[config.mk]
export PLATFORM = sky130hd
export DESIGN_NAME = vga_scan_controller
export DESIGN_NICKNAME = d
export VERILOG_FILES = /design/src/rtl/vga_scan_controller.sv
export SDC_FILE = /design/constraint.sdc
export NUM_CORES = 1
export LEC_CHECK = 0
export BUFFER_PORTS_ARGS = -buffer_cell sky130_fd_sc_hd__clkbuf_2
export CAP_MARGIN = 20
export CORE_MARGIN = 5
export CORE_UTILIZATION = 59
export CTS_BUF_LIST = sky130_fd_sc_hd__clkbuf_4
export DETAILED_ROUTE_END_ITERATION = 16
export PLACE_DENSITY = 0.82
export REMOVE_ABC_BUFFERS = 1
export SLEW_MARGIN = 20
export SYNTH_ARGS = -nofsm -noshare
export SYNTH_HDL_FRONTEND = slang
export SYNTH_SLANG_ARGS = --single-unit
[constraint.sdc]
create_clock -name clk -period 2.7 [get_ports clk]
set_input_delay 0.405 -clock clk [delete_from_list [all_inputs] [get_ports clk]]
set_output_delay 0.405 -clock clk [all_outputs]
set_load 0.02 [all_outputs]
[src/rtl/vga_scan_controller.sv]
// 640x480@60Hz VGA scan generator with 5x5 upscaled 128x96 VRAM readout.
// Colour and sync outputs trail the scan counters by exactly one pixel.
module vga_scan_controller #(
    parameter int unsigned CLK_DIV = 4,
    parameter int unsigned H_VIS   = 640,
    parameter int unsigned H_FP    = 16,
    parameter int unsigned H_SYNC  = 96,
    parameter int unsigned H_BP    = 48,
    parameter int unsigned V_VIS   = 480,
    parameter int unsigned V_FP    = 10,
    parameter int unsigned V_SYNC  = 2,
    parameter int unsigned V_BP    = 33,
    parameter int unsigned SCALE   = 5,
    parameter int unsigned IMG_W   = 128
) (
    input  logic        clk,
    input  logic        reset,
    output logic [13:0] addr,
    input  logic        pix_r,
    input  logic        pix_g,
    input  logic        pix_b,
    output logic [3:0]  vga_r,
    output logic [3:0]  vga_g,
    output logic [3:0]  vga_b,
    output logic        vga_hsync,
    output logic        vga_vsync,
    output logic        frame_start
);

    localparam int unsigned DIV_W = (CLK_DIV > 1) ? $clog2(CLK_DIV) : 1;
    localparam int unsigned H_TOT = H_VIS + H_FP + H_SYNC + H_BP;
    localparam int unsigned V_TOT = V_VIS + V_FP + V_SYNC + V_BP;

    localparam logic [DIV_W-1:0] DIV_LAST = DIV_W'(CLK_DIV - 1);
    localparam logic [9:0] H_LAST  = 10'(H_TOT - 1);
    localparam logic [9:0] V_LAST  = 10'(V_TOT - 1);
    localparam logic [9:0] H_VIS_C = 10'(H_VIS);
    localparam logic [9:0] V_VIS_C = 10'(V_VIS);
    localparam logic [9:0] HS_BEG  = 10'(H_VIS + H_FP);
    localparam logic [9:0] HS_END  = 10'(H_VIS + H_FP + H_SYNC - 1);
    localparam logic [9:0] VS_BEG  = 10'(V_VIS + V_FP);
    localparam logic [9:0] VS_END  = 10'(V_VIS + V_FP + V_SYNC - 1);
    localparam logic [2:0] SUB_LAST   = 3'(SCALE - 1);
    localparam logic [6:0] H_IMG_LAST = 7'(IMG_W - 1);
    localparam logic [6:0] V_IMG_LAST = 7'(V_VIS / SCALE - 1);

    logic [DIV_W-1:0] div_q, div_d;
    logic [9:0] h_cnt_q, h_cnt_d, v_cnt_q, v_cnt_d;
    logic [2:0] h_sub_q, h_sub_d, v_sub_q, v_sub_d;
    logic [6:0] h_img_q, h_img_d, v_img_q, v_img_d;
    logic       tick, active, frame_wrap;

    assign tick       = (div_q == DIV_LAST);
    assign active     = (h_cnt_q < H_VIS_C) && (v_cnt_q < V_VIS_C);
    assign frame_wrap = (h_cnt_q == H_LAST) && (v_cnt_q == V_LAST);
    assign addr       = {v_img_q, h_img_q};

    always_comb begin
        div_d   = tick ? '0 : div_q + DIV_W'(1);
        h_cnt_d = h_cnt_q;
        v_cnt_d = v_cnt_q;
        h_sub_d = h_sub_q;
        h_img_d = h_img_q;
        v_sub_d = v_sub_q;
        v_img_d = v_img_q;
        if (tick) begin
            h_cnt_d = (h_cnt_q == H_LAST) ? 10'd0 : h_cnt_q + 10'd1;
            if (h_cnt_q < H_VIS_C) begin
                if (h_sub_q == SUB_LAST) begin
                    h_sub_d = 3'd0;
                    h_img_d = (h_img_q == H_IMG_LAST) ? 7'd0 : h_img_q + 7'd1;
                end else begin
                    h_sub_d = h_sub_q + 3'd1;
                end
            end
            if (h_cnt_q == H_LAST) begin
                if (v_cnt_q == V_LAST) begin
                    v_cnt_d = 10'd0;
                    v_sub_d = 3'd0;
                    v_img_d = 7'd0;
                end else begin
                    v_cnt_d = v_cnt_q + 10'd1;
                    // Image row stepping only during visible lines; held in vertical blanking.
                    if (v_cnt_q < V_VIS_C) begin
                        if (v_sub_q == SUB_LAST) begin
                            v_sub_d = 3'd0;
                            v_img_d = (v_img_q == V_IMG_LAST) ? 7'd0 : v_img_q + 7'd1;
                        end else begin
                            v_sub_d = v_sub_q + 3'd1;
                        end
                    end
                end
            end
        end
    end

    always_ff @(posedge clk) begin
        if (reset) begin
            div_q       <= '0;
            h_cnt_q     <= 10'd0;
            v_cnt_q     <= 10'd0;
            h_sub_q     <= 3'd0;
            h_img_q     <= 7'd0;
            v_sub_q     <= 3'd0;
            v_img_q     <= 7'd0;
            vga_r       <= 4'h0;
            vga_g       <= 4'h0;
            vga_b       <= 4'h0;
            vga_hsync   <= 1'b1;
            vga_vsync   <= 1'b1;
            frame_start <= 1'b0;
        end else begin
            div_q       <= div_d;
            h_cnt_q     <= h_cnt_d;
            v_cnt_q     <= v_cnt_d;
            h_sub_q     <= h_sub_d;
            h_img_q     <= h_img_d;
            v_sub_q     <= v_sub_d;
            v_img_q     <= v_img_d;
            frame_start <= tick && frame_wrap;
            // Outputs reflect the counter state that produced the VRAM data now on pix_*.
            if (tick) begin
                vga_r     <= active ? {4{pix_r}} : 4'h0;
                vga_g     <= active ? {4{pix_g}} : 4'h0;
                vga_b     <= active ? {4{pix_b}} : 4'h0;
                vga_hsync <= !((h_cnt_q >= HS_BEG) && (h_cnt_q <= HS_END));
                vga_vsync <= !((v_cnt_q >= VS_BEG) && (v_cnt_q <= VS_END));
            end
        end
    end

endmodule
==> out/metrics.cfg <==
[final_layout]
nFillCells = 334
layout_common_cells = dfxtp_1, clkbuf_2, nor2_1
regArea_um2 = 960.9
drive_above_1_share_pct = 15.51
area_growth_pct = 7.700
nets = 318
antennaDiodeCount = 0
final_common_cell = dfxtp_1
multiInputGateArea_um2 = 1269

[yosys]
ys_seq_area_share_pct = 40.23
async_flop_share_pct = 0
netlist_area_um2 = 2389
synth_top_area_cell = dfxtp_1
synth-main-ff-cell = dfxtp_1
syn_inst = 279
ys_types = 42
synth_seq_cells = 48
avgSynthCellArea_um2 = 8.561
yosysWarnings = 0
synth_top_area_share_pct = 40.23
yosys-top-cells-area = dfxtp_1, xor2_1, ha_1, nor2_1, nand4_1
synth-edff-count = 0

[clock_network]
cts_tree = yes
cts_buffer_depth = 2
cts_root_buf = clkbuf_4
clock_sinks = 48
post_cts_buffers = 0
clk_pin_slew_ns = 0.14
h-tree-depth = 2
numCtsBuffers = 5
cts_resized = 0
clock_latency_ns = 0.36
cts_hold_buf = 0

[critical_path]
critPathLaunchType = flip-flop
cp_cell_sequence = ha_1 -> nand4_4 -> or4_1 -> nor4_2 -> a21oi_1 -> o22ai_1
r2r_slack_ns = 0.62
rr_worst_depth = 6
slowest_delay_ns = 0.68
r2r_end = v_img_q[3]
path_class = reg -> reg
worst_ep_arrival_time_ns = 2.38
crit_start = h_cnt_q[0]
cp_data_required_time_ns = 3.00
end_kind = flip-flop
critPathMaxFanout = 9
cp-endpoint = v_img_q[3]
r2r_start = h_cnt_q[0]
cpMaxStageDelayCell = or4_1

[timing]
finalSetupTns_ns = 0
worst_clock_skew_ns = 0.01108
layout_setup_ws_ns = 0.6239
tightest_slew_ns = 0.5715
setup_viol = 0
hold_violations = 0
drv_slew = 0
fin_crit_sh_pct = 76.89
max_slew_margin_pct = 61.90
fmax_ghz = 0.4817
layout_min_cycle_time_ns = 2.076
worst_hold_slack_ns = 0.2772
grt_setup_unrepaired = no

[die]
initial_core_util_pct = 60.14
dieArea_um2 = 5421
pin_count = 34
die_y_um = 73.63
core_area_um2 = 3971
row_count = 23
dieWidth_um = 73.63

[route]
dr_wl_met3_um = 228
viasPerCell = 5.841
dr_wl_met2_um = 2381
first_pass_iters = 4
drtIter0Drc = 103
drt-wirelength-per-cell_um = 13.65
drc = 0
highest_layer = met4
drt-met1-wl_um = 2158
ant_nets = 0
drt_wl_total_um = 4819
vias = 2062

[power_and_ir_drop]
p_leak_nw = 0.9981
p_per_area_nw_per_um2 = 431.0
vdd_drop_max_v = 0.0002120

[grt]
grt_usage_pct = 18.59
grt_max_degree = 29
grt_first_pass_wirelength_um = 8004
overflow = 0
grt_pass1_vias = 1831
antenna_found_initial = 0

[job]
maxCapViolations = 0

[min_path]
worstHoldStart = pix_r
hold_class = in -> reg

[placed_design]
dp_hpwl_um = 3561
dp_slack_ns = 0.6534
numPortBuffers = 33
gp_congestion = 0.8138

[run_status]
outcome = finished, final reports clean

## state kept, by name, summed over array words and instances, names as in the netlist
signal,cells
vga_vsync,1
v_cnt_q,10
v_img_q,7
h_sub_q,3
vga_hsync,1
frame_start,1
div_q,2
h_img_q,7
h_cnt_q,10
vga_g,1
vga_r,1
vga_b,1
v_sub_q,3
## Yosys cell counts (3+ instances only)
library cell,count
xor2_1,16
a21oi_1,15
nand2_1,23
nor2b_1,3
nor2_1,30
nand3_1,6
ha_1,11
dfxtp_1,48
buf_4,10
a32oi_1,3
nor3_1,17
or3_1,3
xnor2_1,6
and3_1,7
buf_2,4
clkbuf_1,4
a22oi_1,3
nand4_1,14
inv_1,11
o21ai_0,14
## worst min-delay path by stage
stage | end | cells past startpoint | slack [ns]
after detailed placement | div_q[0] | 1 | 0.42
after global routing | vga_r[2] | 3 | 0.30
after global placement | div_q[0] | 1 | 0.41
final | vga_r[2] | 3 | 0.28
after CTS | vga_r[2] | 3 | 0.27
after floorplan | div_q[0] | 1 | 0.40
## per-stage QoR
step	total power [W]	instance area, um^2	util, %	cells
after CTS	0.001117	2572	64.78	353
after detailed placement	0.0008072	2521	63.48	345
after global placement	0.0008057	2521	63.48	345
after global routing	0.001157	2572	64.78	353
final	0.001109	2572	64.78	353
after floorplan	0.0007771	2271	-	259
## power by group
| group | leakage, nW | switching [W] | internal (W) | total, W |
|---|---|---|---|---|
| registers | 0.387 | 0.00000612 | 0.000718 | 0.000724 |
| clock network | 0.0324 | 0.000222 | 0.0000960 | 0.000318 |
| logic | 0.578 | 0.0000435 | 0.0000235 | 0.0000671 |
| total | 0.998 | 0.000272 | 0.000837 | 0.00111 |
## per-layer routing
metal | vias up | track usage (%)
met5 | - | 0
met4 | 0 | 6.237
met3 | 4 | 3.694
met2 | 42 | 32.87
met1 | 987 | 22.29
li1 | 1029 | -
## worst max-delay path: cells and delay by family, from the launching register on
family          cells  cell delay [ns]
compound gates      2             0.23
simple gates        3             1.13
fa+ha+maj           1             0.25
flops               1             0.41
## cell type report
type / instances / share of cell area [%]
clock buffers: 5 / 1.459
inverters: 11 / 1.605
repair buffers: 36 / 7.296
flip-flops and latches: 48 / 37.35
multi-input cells: 200 / 49.32
well taps: 50 / 2.432
clock inverters: 3 / 0.5350
## logic make-up after synthesis
family / share of synthesized area, %
AO/OA/AOI/OAI: 11.89
XOR/XNOR: 8.067
adder cells (fa/ha/maj): 5.762
buffers and inverters: 6.653
flip-flops: 40.23
AND/OR/NAND/NOR: 27.40
Power figures use the tool's default switching activity.
